$ cat src/rtl/sensor_lane_emitter.sv
// sensor_lane_emitter: synthetic D-lane sensor source with frame timing and a ramp pattern.
// Define SENSOR_EMU_LANE_SKEW_EN to build the per-lane skew shift registers.
module sensor_lane_emitter #(
   parameter int    D     = 4,
   parameter string DEBUG = "FALSE"
) (
   input  logic            px_clk,
   input  logic            px_reset,
   input  logic [15:0]     ACTIVE_WIDTH,
   input  logic [15:0]     ACTIVE_HEIGHT,
   input  logic [15:0]     H_BLANK,
   input  logic [15:0]     V_BLANK,
   input  logic [4*D-1:0]  lane_skew,
   input  logic            stream_on_in,
   output logic [12*D-1:0] px_data,
   output logic [D-1:0]    px_en_out,
   output logic [D-1:0]    px_vs_out,
   output logic            frame_done
);
   typedef enum logic [1:0] {IDLE, VBLANK, ACTIVE, HBLANK} state_t;
   (* mark_debug = DEBUG *) state_t state_q;
   state_t state_d;
   (* mark_debug = DEBUG *) logic [15:0] col_q, line_q, cnt_q;
   logic [15:0] col_d, line_d, cnt_d, aw_q, ah_q, hb_q;
   (* mark_debug = DEBUG *) logic fd_q;
   logic fd_d, load, start, unused_dbg;
   logic [13:0] stage [D];
   logic [13:0] tap [D];
   assign unused_dbg = (DEBUG == "TRUE");
   assign start = stream_on_in && |ACTIVE_WIDTH && |ACTIVE_HEIGHT;
   always_ff @(posedge px_clk) begin
      if (px_reset) state_q <= IDLE;
      else state_q <= state_d;
   end
   always_comb begin
      state_d = state_q;
      col_d   = col_q;
      line_d  = line_q;
      cnt_d   = cnt_q;
      fd_d    = 1'b0;
      load    = 1'b0;
      case (state_q)
         IDLE: load = start;
         VBLANK: begin
            if (cnt_q == 16'd0) begin
               state_d = ACTIVE;
               col_d   = 16'd0;
            end else cnt_d = cnt_q - 16'd1;
         end
         ACTIVE: begin
            if (col_q == aw_q - 16'd1) begin
               state_d = HBLANK;
               cnt_d   = (hb_q == 16'd0) ? 16'd0 : hb_q - 16'd1;
            end else col_d = col_q + 16'd1;
         end
         HBLANK: begin
            if (cnt_q != 16'd0) cnt_d = cnt_q - 16'd1;
            else begin
               line_d = line_q + 16'd1;
               if (line_q + 16'd1 < ah_q) begin
                  state_d = ACTIVE;
                  col_d   = 16'd0;
               end else begin
                  fd_d    = 1'b1;
                  state_d = IDLE;
                  load    = start;
               end
            end
         end
         default: state_d = IDLE;
      endcase
      if (load) begin
         state_d = VBLANK;
         line_d  = 16'd0;
         cnt_d   = (V_BLANK == 16'd0) ? 16'd0 : V_BLANK - 16'd1;
      end
   end
   always_ff @(posedge px_clk) begin
      if (px_reset) begin
         col_q  <= '0;
         line_q <= '0;
         cnt_q  <= '0;
         aw_q   <= '0;
         ah_q   <= '0;
         hb_q   <= '0;
         fd_q   <= 1'b0;
      end else begin
         col_q  <= col_d;
         line_q <= line_d;
         cnt_q  <= cnt_d;
         fd_q   <= fd_d;
         if (load) begin
            aw_q <= ACTIVE_WIDTH;
            ah_q <= ACTIVE_HEIGHT;
            hb_q <= H_BLANK;
         end
      end
   end
   // {vs, en, data} per lane before skew
   always_comb begin
      for (int i = 0; i < D; i++)
         stage[i] = {state_q inside {ACTIVE, HBLANK}, state_q == ACTIVE,
                     (state_q == ACTIVE) ? 12'(line_q + col_q * 16'(D) + 16'(i)) : 12'd0};
   end
`ifdef SENSOR_EMU_LANE_SKEW_EN
   logic [13:0] sr_q [D][16];
   logic [4*D-1:0] skew_q;
   always_ff @(posedge px_clk) begin
      if (px_reset) begin
         skew_q <= '0;
         for (int i = 0; i < D; i++)
            for (int k = 0; k < 16; k++) sr_q[i][k] <= '0;
      end else begin
         if (load) skew_q <= lane_skew;
         for (int i = 0; i < D; i++) begin
            sr_q[i][0] <= stage[i];
            for (int k = 1; k < 16; k++) sr_q[i][k] <= sr_q[i][k-1];
         end
      end
   end
   always_comb begin
      for (int i = 0; i < D; i++) tap[i] = sr_q[i][skew_q[4*i +: 4]];
   end
`else
   logic [13:0] sr_q [D];
   logic unused_skew;
   assign unused_skew = ^lane_skew;
   always_ff @(posedge px_clk) begin
      for (int i = 0; i < D; i++) sr_q[i] <= px_reset ? 14'd0 : stage[i];
   end
   always_comb begin
      for (int i = 0; i < D; i++) tap[i] = sr_q[i];
   end
`endif
   for (genvar g = 0; g < D; g++) begin : g_lane
      assign px_data[12*g +: 12] = tap[g][11:0];
      assign px_en_out[g]        = tap[g][12];
      assign px_vs_out[g]        = tap[g][13];
   end
   assign frame_done = fd_q;
endmodule

$ cat config.mk
export PLATFORM = sky130hd
export DESIGN_NAME = sensor_lane_emitter
export DESIGN_NICKNAME = d
export VERILOG_FILES = /design/src/rtl/sensor_lane_emitter.sv
export SDC_FILE = /design/constraint.sdc
export NUM_CORES = 1
export LEC_CHECK = 0
export BUFFER_PORTS_ARGS = -buffer_cell sky130_fd_sc_hd__buf_2
export CORE_MARGIN = 4
export CORE_UTILIZATION = 35
export CTS_CLUSTER_SIZE = 25
export DETAILED_ROUTE_END_ITERATION = 6
export PLACE_DENSITY_LB_ADDON = 0.08
export SYNTH_ARGS = -nofsm -noshare
export SYNTH_HDL_FRONTEND = slang
export SYNTH_SLANG_ARGS = --single-unit
export TNS_END_PERCENT = 20
$ cat constraint.sdc
create_clock -name px_clk -period 4 [get_ports px_clk]
set_input_delay 0.4 -clock px_clk [delete_from_list [all_inputs] [get_ports px_clk]]
set_output_delay 0.4 -clock px_clk [all_outputs]
set_load 0.05 [all_outputs]
==> impl_metrics.py, run 1 <==
metrics = {
    "sta": {
        "drv_slew": 0,
        "setup_violations": 0,
        "finalCriticalPeriod_ps": 3760,
        "relSlewSlack": 0.346,
        "rsz0062_at_grt": "true",
        "hold_violations": 0,
        "worst_pin_slew_ps": 974,
        "fin_ws_ps": 241,
        "clock_skew_ps": 15.6,
        "fin_crit_sh": 0.940,
        "hold_ws_ps": 196,
        "max_freq_ghz": 0.266,
    },
    "synthesis": {
        "syn_inst": 999,
        "yosysTopAreaCell": "dfxtp_1",
        "synth_top_area_frac": 0.348,
        "synth_compound_area_frac": 0.126,
        "ys_top_cells_by_count": "159 x nor2_1, 147 x dfxtp_1, 61 x xnor2_1",
        "synth-async-reset-ratio": 0,
        "avgSynthCellArea_um2": 8.46,
        "synthFlopType": "dfxtp_1",
        "seq_area_frac_synth": 0.348,
        "syn-cell-area_um2": 8450,
        "synth_adder_area_share": 0.0586,
        "yosys.area_share.xor_xnor": 0.112,
        "ys_ff_latch": 147,
        "synth_top_family_by_area": "simple AND/OR/NAND/NOR gates",
        "synthMuxAreaShare": 0.0617,
        "synth-simple-area-share": 0.249,
        "ys_warn_count": 0,
        "yosysMostFrequentCell": "nor2_1",
        "synth_edf_count": 0,
        "ys_types": 76,
        "syn-num-nets": 1121,
        "synthTopCellsByArea": "dfxtp_1 35%, nor2_1 7.1%, xnor2_1 6.3%",
    },
    "route": {
        "wl_per_cell_um": 15.6,
        "ant_nets": 0,
        "finalWirelength_um": 22700,
        "vias_per_cell": 5.02,
        "drc": 0,
        "drtIter0Drc": 295,
        "dr.pass1.iters": 5,
        "vias": 7344,
    },
    "critical_path": {
        "worstSetupPathType": "flop to flop",
        "crit_end": "col_q[5]",
        "r2r_cells": 19,
        "critPathMaxFanout": 7,
        "rrSetupSlack_ps": 240,
        "worstPathRequired_ps": 4360,
        "r2r-end": "col_q[5]",
        "slowest_delay_ps": 350,
        "r2r_start": "line_q[0]",
        "cp-end-kind": "flop",
        "crit_path_start": "line_q[0]",
        "crit_arrival_ps": 4120,
        "cp_cell_sequence": "ha_1, nand3_2, nor2_4, nand3_1, nor2_2, and3_1, nand3_1, xnor2_2, ha_1, and4_1, nand4_1, a2bb2oi_1, nand3b_1, buf_4, a211oi_4, nand2_2, buf_4, or3_1, a21oi_1",
        "critPathSlowestCell": "dfxtp_2",
        "critPathLaunchType": "flop",
    },
    "floorplan": {
        "num_rows": 56,
        "die_y_um": 163,
        "die_x_um": 163,
        "io_pins": 140,
        "core-area_um2": 23600,
        "dieArea_um2": 26700,
        "initial_core_util": 0.358,
    },
    "global_routing": {
        "grt_pass1_wl_um": 37100,
        "grt-ovfl-total": 0,
        "grt_pass1_vias": 7116,
        "grt_max_degree": 46,
        "track_usage": 0.172,
        "antenna_found_initial": 0,
    },
    "placement": {
        "gp_congestion": 0.832,
        "place.port_buffers": 123,
        "post-place-ws_ps": 22.2,
        "dp_hpwl_um": 17100,
        "dp_cells": 1427,
    },
    "clock_tree": {
        "cts-root-buf": "clkbuf_16",
        "cts.sinks": 147,
        "cts_buffer_depth": 2,
        "htreeDepth": 4,
        "tritoncts": "yes",
        "numCtsBuffers": 17,
        "path_clk_slew_ps": 70,
        "hold_buffers": 0,
        "insertion_delay_ps": 430,
    },
    "final_layout": {
        "final_cells": 1462,
        "nFillCells": 2442,
        "final_nets": 1252,
        "multi_input_area_um2": 5180,
        "final-seq-area_um2": 2940,
        "num_antenna_cells": 0,
        "area_growth_pct": 21.0,
        "drive_gt1_frac": 0.204,
    },
    "power": {
        "power.leakage_nw": 4.43,
        "p_per_area_nw_per_um2": 651,
        "ir_worst_vdd_mv": 0.376,
    },
    "status": {
        "status": "finished clean",
    },
    "run": {
        "maxCapViolations": 0,
    },
    "min_path": {
        "holdCritStartpoint": "H_BLANK[7]",
        "hold_path_class": "input port to flop",
    },
}
==> cells by family (layout without fill, tap and decap cells) <==
| family | count (synthesis) | count (layout) |
|---|---|---|
| multiplexers | 52 | 52 |
| AO/OA/AOI/OAI | 150 | 150 |
| buffers and inverters | 89 | 233 |
| flip-flops | 147 | 147 |
| XOR/XNOR | 108 | 108 |
| adder cells (fa/ha/maj) | 39 | 39 |
| AND/OR/NAND/NOR | 414 | 414 |
==> critical path, delay by kind of cell, from the launching register on <==
kind                     cells  cell delay [ps]
AND/OR/NAND/NOR             11             1780
AO/OA/AOI/OAI                3              580
adder cells (fa/ha/maj)      2              470
flip-flops                   1              350
buffers and inverters        2              350
XOR/XNOR                     1              170
==> where the power goes <==
part / total (mW) / switching, mW / internal (mW) / leakage [nW]
logic: 3.08 / 1.73 / 1.35 / 2.94
registers: 1.95 / 0.259 / 1.70 / 1.19
clock network: 1.62 / 0.772 / 0.848 / 0.296
==> metrics by stage <==
step	total power [mW]	TNS [ps]	area (um^2)	utilization
2_1_floorplan	4.27	-2800	8450	-
3_3_place_gp	5.01	0	9540	0.404
3_5_place_dp	5.03	0	9540	0.404
4_1_cts	6.68	0	10100	0.430
5_1_grt	7.16	-152	10200	0.433
6_report	6.65	0	10200	0.433
==> timing repair <==
item	in CTS	in global routing
setup endpoints to repair	0	96
hold endpoints to repair	0	0
setup buffers	0	3
resized for setup	0	9
==> how the worst min path moves through the flow <==
| stage | end | slack [ps] | depth (start not counted) |
|---|---|---|---|
| 3_3_place_gp | ah_q[5] | 480 | 2 |
| 3_5_place_dp | ah_q[0] | 490 | 2 |
| 2_1_floorplan | ah_q[0] | 460 | 2 |
| 4_1_cts | hb_q[7] | 170 | 3 |
| 5_1_grt | hb_q[1] | 190 | 3 |
| 6_report | hb_q[7] | 200 | 3 |
==> cell usage in the layout, fill, tap and decap left out, types with 6 or more instances in the layout <==
cell type / n
ha_1: 38
o22ai_1: 10
o21ai_0: 26
inv_1: 37
clkbuf_16: 17
a21o_1: 11
o211ai_1: 7
nor4_1: 27
or2_2: 6
xor2_1: 47
and3_1: 11
a211oi_1: 10
nand2b_1: 7
nor3_1: 26
buf_2: 123
dfxtp_1: 146
buf_4: 39
nand2_1: 48
xnor2_1: 60
nor2_1: 157
and2_1: 13
nand4_1: 17
a21oi_1: 30
nand3_1: 38
or4_1: 9
mux2i_1: 51
or3_1: 13
==> sequential cells by signal, summed over array words and instances (netlist names) <==
name	cells
cnt_q	16
sr_q	48
hb_q	16
col_q	16
ah_q	16
frame_done	1
state_q	2
line_q	16
aw_q	16
==> cell type report <==
cell class	count	area share
Tap cell	319	0.0390
Inverter	37	0.0136
Clock inverter	15	0.0177
Timing Repair Buffer	164	0.0928
Sequential cell	147	0.288
Multi-Input combinational cell	763	0.507
Clock buffer	17	0.0416
==> metal layers <==
metal / vias up / share of wire / wire [um] / global-route usage
met2: 132 / 0.46 / 10500 / 0.281
met1: 3414 / 0.49 / 11200 / 0.238
met5: - / 0 / 0 / 0
met4: 0 / 0.0059 / 134 / 0.0366
met3: 9 / 0.039 / 884 / 0.0305
li1: 3789 / - / - / -
Power figures use the tool's default switching activity.
==> run 2: changes to the inputs <==
CORE_UTILIZATION = 52   (was 35)
==> run 2 against run 1 <==
Against the previous run: clock-buffer cell count unchanged; sequential share of layout area increased by 0.68 points; worst setup slack lost 3.9 ps; flip-flop and latch count unchanged; combinational power decreased by 2%; utilization grew 20 points; register-to-register slack barely moved; hold slack better by 5.0 ps; highest routed layer unchanged.
==> impl_metrics.py, run 2 (synthesized netlist as in run 1, its figures left out) <==
metrics = {
    "clock_tree": {
        "numCtsBuffers": 17,
        "hold_buffers": 0,
        "cts_buffer_depth": 2,
        "tritoncts": "yes",
        "cts-root-buf": "clkbuf_16",
        "insertion_delay_ps": 430,
        "htreeDepth": 4,
        "path_clk_slew_ps": 70,
        "cts.sinks": 147,
    },
    "sta": {
        "fin_crit_sh": 0.941,
        "worst_pin_slew_ps": 906,
        "drv_slew": 0,
        "max_freq_ghz": 0.266,
        "hold_violations": 0,
        "clock_skew_ps": 8.09,
        "relSlewSlack": 0.393,
        "fin_tns_setup_ps": 0,
        "fin_ws_ps": 237,
        "setup_violations": 0,
        "rsz0062_at_grt": "false",
        "finalCriticalPeriod_ps": 3760,
    },
    "critical_path": {
        "rrSetupSlack_ps": 240,
        "worstSetupPathType": "flop to flop",
        "r2r_start": "line_q[0]",
        "worstPathRequired_ps": 4350,
        "crit_arrival_ps": 4110,
        "r2r-end": "col_q[6]",
        "critPathMaxFanout": 7,
        "r2r_cells": 19,
        "critPathLaunchType": "flop",
        "cp-end-kind": "flop",
    },
    "route": {
        "ant_nets": 0,
        "finalWirelength_um": 20500,
        "drtIter0Drc": 585,
        "drc": 0,
        "dr.pass1.iters": 5,
        "vias_per_cell": 5.48,
        "vias": 7405,
        "wl_per_cell_um": 15.2,
    },
    "floorplan": {
        "io_pins": 140,
        "core-area_um2": 15900,
        "die_x_um": 135,
        "dieArea_um2": 18400,
        "num_rows": 46,
        "initial_core_util": 0.532,
        "die_y_um": 135,
    },
    "final_layout": {
        "area_growth_pct": 18.2,
        "final_cell_mix": "157 x nor2_1, 145 x dfxtp_1, 123 x buf_2",
        "final_nets": 1244,
        "nFillCells": 1463,
        "largest_register_ff_count": 48,
        "top_register": "sr_q",
        "final_area_um2": 9990,
        "drive_gt1_frac": 0.199,
        "num_antenna_cells": 0,
        "final_cells": 1351,
        "final_common_cell": "nor2_1",
    },
    "placement": {
        "dp_cells": 1318,
        "gp_congestion": 0.924,
        "placed_area_um2": 9370,
        "dp_hpwl_um": 15200,
        "post-place-ws_ps": 131,
        "place.port_buffers": 123,
    },
    "run": {
        "maxCapViolations": 0,
    },
    "global_routing": {
        "track_usage": 0.222,
        "grt_max_degree": 38,
        "grt_pass1_wl_um": 33200,
        "antenna_found_initial": 0,
        "grt_pass1_vias": 6775,
        "grt-ovfl-total": 0,
    },
    "status": {
        "status": "finished clean",
    },
    "min_path": {
        "holdCritStartpoint": "H_BLANK[14]",
        "hold_path_class": "input port to flop",
        "worst_hold_path.num_cells": 3,
        "holdPathEnd": "hb_q[14]",
    },
    "power": {
        "p_per_area_nw_per_um2": 654,
        "ir_worst_vdd_mv": 0.433,
        "power.leakage_nw": 4.37,
    },
}
-- run 2: per-stage QoR --
| step | hold WS, ps | utilization | power, mW |
|---|---|---|---|
| detailed placement | 483 | 0.590 | 4.94 |
| CTS | 193 | 0.626 | 6.52 |
| finish | 201 | 0.629 | 6.53 |
| global placement | 475 | 0.590 | 4.91 |
| global route | 204 | 0.629 | 6.99 |
| floorplan | 458 | - | 4.27 |
-- run 2: per-layer routing --
| metal | vias to the layer above | share of wire | wire length [um] | track usage |
|---|---|---|---|---|
| met3 | 31 | 0.048 | 988 | 0.0442 |
| met4 | 0 | 0.018 | 371 | 0.0610 |
| met1 | 3408 | 0.49 | 10000 | 0.311 |
| li1 | 3782 | - | - | - |
| met2 | 184 | 0.44 | 9140 | 0.349 |
| met5 | - | 0 | 0 | 0 |
-- run 2: worst max path at each step --
stage	from	to	slack (ps)	depth (start not counted)
final	line_q[0]	col_q[6]	240	19
after global routing	line_q[0]	col_q[11]	5	19
after CTS	line_q[1]	col_q[15]	30	19
after detailed placement	line_q[1]	col_q[4]	130	19
after global placement	line_q[1]	col_q[4]	220	19
after floorplan	line_q[1]	ah_q[0]	-60	19
-- run 2: worst max-delay path, cell delays in order, from the launching register on --
cell and delay, ps:
dfxtp_1 350, ha_1 170, nand3_1 120, nor2_2 150, nand3_2 130, nor2_2 130
and3_4 220, nand3_1 120, xnor2_2 170, ha_1 290, and4_1 220, nand4_1 120
a2bb2oi_1 170, nand3b_1 80, buf_4 170, a211oi_4 280, buf_6 170, nand3_1 90
or3_1 380, a21oi_1 150
-- run 2: area by class of cell --
cell class | count | area, um^2 | share of cell area
inverter | 37 | 139 | 0.0139
clock buffer | 17 | 425 | 0.0426
tap | 216 | 270 | 0.0271
timing repair buffer | 156 | 880 | 0.0881
sequential | 147 | 2950 | 0.295
clock inverter | 15 | 146 | 0.0147
multi-input combinational | 763 | 5180 | 0.519
-- run 2: repair_timing --
item,in CTS,in global routing
setup endpoints to repair,0,78
setup buffers,0,1
resized for setup,0,12
-- run 2: where the power goes --
part	internal, mW	switching (mW)
Combinational	1.32	1.70
Sequential	1.70	0.254
Clock	0.875	0.692
Total	3.89	2.65
==> run 3: changes to the inputs <==
CORE_UTILIZATION = 57   (was 52)
REMOVE_ABC_BUFFERS = 1   (was not set)
clock period = 4.4 ns   (was 4 ns; I/O delays follow)
==> run 3 against run 2 <==
Against the previous run: global-route usage is 2.0 points higher; clock skew is 1.8 ps higher; hold slack better by 38 ps; non-clock buffer count is 16 lower; sequential power is 9% lower; die area is 8.3% lower; cell area is 1.4% lower; critical endpoint is now col_q[10]; largest cell class unchanged.
==> impl_metrics.py, run 3 (synthesized netlist as in run 1, its figures left out) <==
metrics = {
    "critical_path": {
        "crit_top_cell": "nand3_1",
        "critPathMaxFanout": 17,
        "worstSetupPathType": "flop to flop",
        "cp_cell_sequence": "ha_1, nand3_1, nor2_2, nand3_1, nor2_2, and3_1, nand3_1, xnor2_1, ha_1, and4_1, nand4_1, a2bb2oi_1, nand3b_1, buf_4, a211oi_4, nand2_2, or4_1, a21oi_1",
        "critPathSlowestCell": "or4_1",
        "cp-end-kind": "flop",
        "crit_arrival_ps": 4510,
        "slowest_delay_ps": 550,
        "worstPathRequired_ps": 4760,
        "critPathLaunchType": "flop",
    },
    "clock_tree": {
        "htreeDepth": 4,
        "insertion_delay_ps": 430,
        "path_clk_slew_ps": 70,
        "cts_buffer_depth": 2,
        "numCtsBuffers": 17,
        "cts-root-buf": "clkbuf_16",
        "tritoncts": "yes",
        "hold_buffers": 0,
        "cts.sinks": 147,
    },
    "run": {
        "maxCapViolations": 0,
    },
    "power": {
        "fin_total_pwr_mw": 5.99,
        "p_int_mw": 3.60,
        "netSwitchingPower_mw": 2.39,
        "switching_share": 0.399,
        "power_frac_seq": 0.295,
        "p_clk_frac": 0.247,
        "ir_worst_vdd_mv": 0.359,
        "power.leakage_nw": 4.30,
        "power_frac_comb": 0.457,
        "p_per_area_nw_per_um2": 608,
    },
    "route": {
        "dr.pass1.iters": 5,
        "wl_met2_um": 9260,
        "vias": 7480,
        "wl_per_cell_um": 15.4,
        "topRoutingLayerUsed": "met4",
        "finalWirelength_um": 20000,
        "wl_met3_um": 1120,
        "m1WireLength_um": 9230,
        "drtIter0Drc": 551,
        "drc": 0,
        "vias_per_cell": 5.74,
        "ant_nets": 0,
    },
    "placement": {
        "dp_cells": 1268,
        "dp_hpwl_um": 14600,
        "post-place-ws_ps": 141,
        "gp_congestion": 0.900,
        "placed_area_um2": 9200,
        "place.port_buffers": 123,
    },
    "floorplan": {
        "num_rows": 44,
        "dieArea_um2": 16800,
        "die_y_um": 130,
        "die_x_um": 130,
        "initial_core_util": 0.581,
        "io_pins": 140,
        "core-area_um2": 14500,
    },
    "sta": {
        "hold_violations": 0,
        "fin_ws_ps": 251,
        "fin_crit_sh": 0.943,
        "drv_slew": 0,
        "max_freq_ghz": 0.241,
        "clock_skew_ps": 9.85,
        "hold_ws_ps": 239,
        "fin_tns_setup_ps": 0,
        "worst_pin_slew_ps": 951,
        "setup_violations": 0,
        "relSlewSlack": 0.361,
        "finalCriticalPeriod_ps": 4150,
    },
    "global_routing": {
        "grt-ovfl-total": 0,
        "track_usage": 0.242,
        "grt_pass1_vias": 6803,
        "grt_max_degree": 55,
        "grt_pass1_wl_um": 33000,
        "antenna_found_initial": 0,
    },
    "final_layout": {
        "final_area_um2": 9850,
        "final_common_cell": "nor2_1",
        "area_growth_pct": 16.5,
        "drive_gt1_frac": 0.181,
        "multi_input_area_um2": 5150,
        "utilization": 0.678,
        "nFillCells": 1242,
        "final_nets": 1228,
        "final_cell_mix": "157 x nor2_1, 147 x dfxtp_1, 123 x buf_2",
        "num_antenna_cells": 0,
        "top_register": "sr_q",
        "final-seq-area_um2": 2940,
        "final_cells": 1303,
        "largest_register_ff_count": 48,
    },
    "min_path": {
        "hold_path_class": "input port to flop",
    },
    "status": {
        "status": "finished clean",
    },
}
run 3: cell count changes in the layout (fill, tap and decap cells not counted), moves of 2 or more:
cell	change
clkinv_4	+2
clkinv_2	-2
buf_12	+2
buf_4	-17
dfxtp_1	+2
clkbuf_8	+2
inv_6	-3
dfxtp_2	-2
run 3: worst max-delay path: cells and delay by family, from the launching register on:
family,cells,cell delay (ps)
buffers and inverters,1,170
DFF,1,340
and+or+nand+nor,11,2370
xor gates and xnor gates,1,150
adders and majority gates,2,460
AOI/OAI and AO/OA,3,580
run 3: area by class of cell:
| type | instances | area share |
|---|---|---|
| clock inverter | 12 | 0.0149 |
| sequential | 147 | 0.299 |
| timing repair buffer | 140 | 0.0793 |
| inverter | 37 | 0.0141 |
| tap | 184 | 0.0234 |
| multi-input combinational | 763 | 0.523 |
| clock buffer | 20 | 0.0464 |
run 3: layer usage:
| metal | global-route usage | vias up |
|---|---|---|
| met5 | 0 | - |
| met4 | 0.0740 | 0 |
| met3 | 0.0454 | 42 |
| met2 | 0.390 | 216 |
| met1 | 0.331 | 3462 |
| li1 | - | 3760 |
run 3: worst paths after layout:
kind | slack (ps) | from | cells after the start | to
max | 250 | line_q[0] | 18 | col_q[10]
min | 240 | H_BLANK[12] | 3 | hb_q[12]
max reg2reg | 250 | line_q[0] | 18 | col_q[10]
min reg2reg | 490 | ah_q[12] | 2 | ah_q[12]
run 3: power by group through the flow:
stage	combinational [mW]	clock, mW	sequential [mW]
2_1_floorplan	2.07	0	1.83
3_3_place_gp	2.63	0	1.79
3_5_place_dp	2.65	0	1.79
4_1_cts	2.68	1.49	1.77
5_1_grt	3.02	1.55	1.81
6_report	2.74	1.48	1.77
run 3: timing repair:
action / CTS / global route
endpoints found under the setup margin: 0 / 82
buffers inserted: 0 / 3
resized for setup: 0 / 2
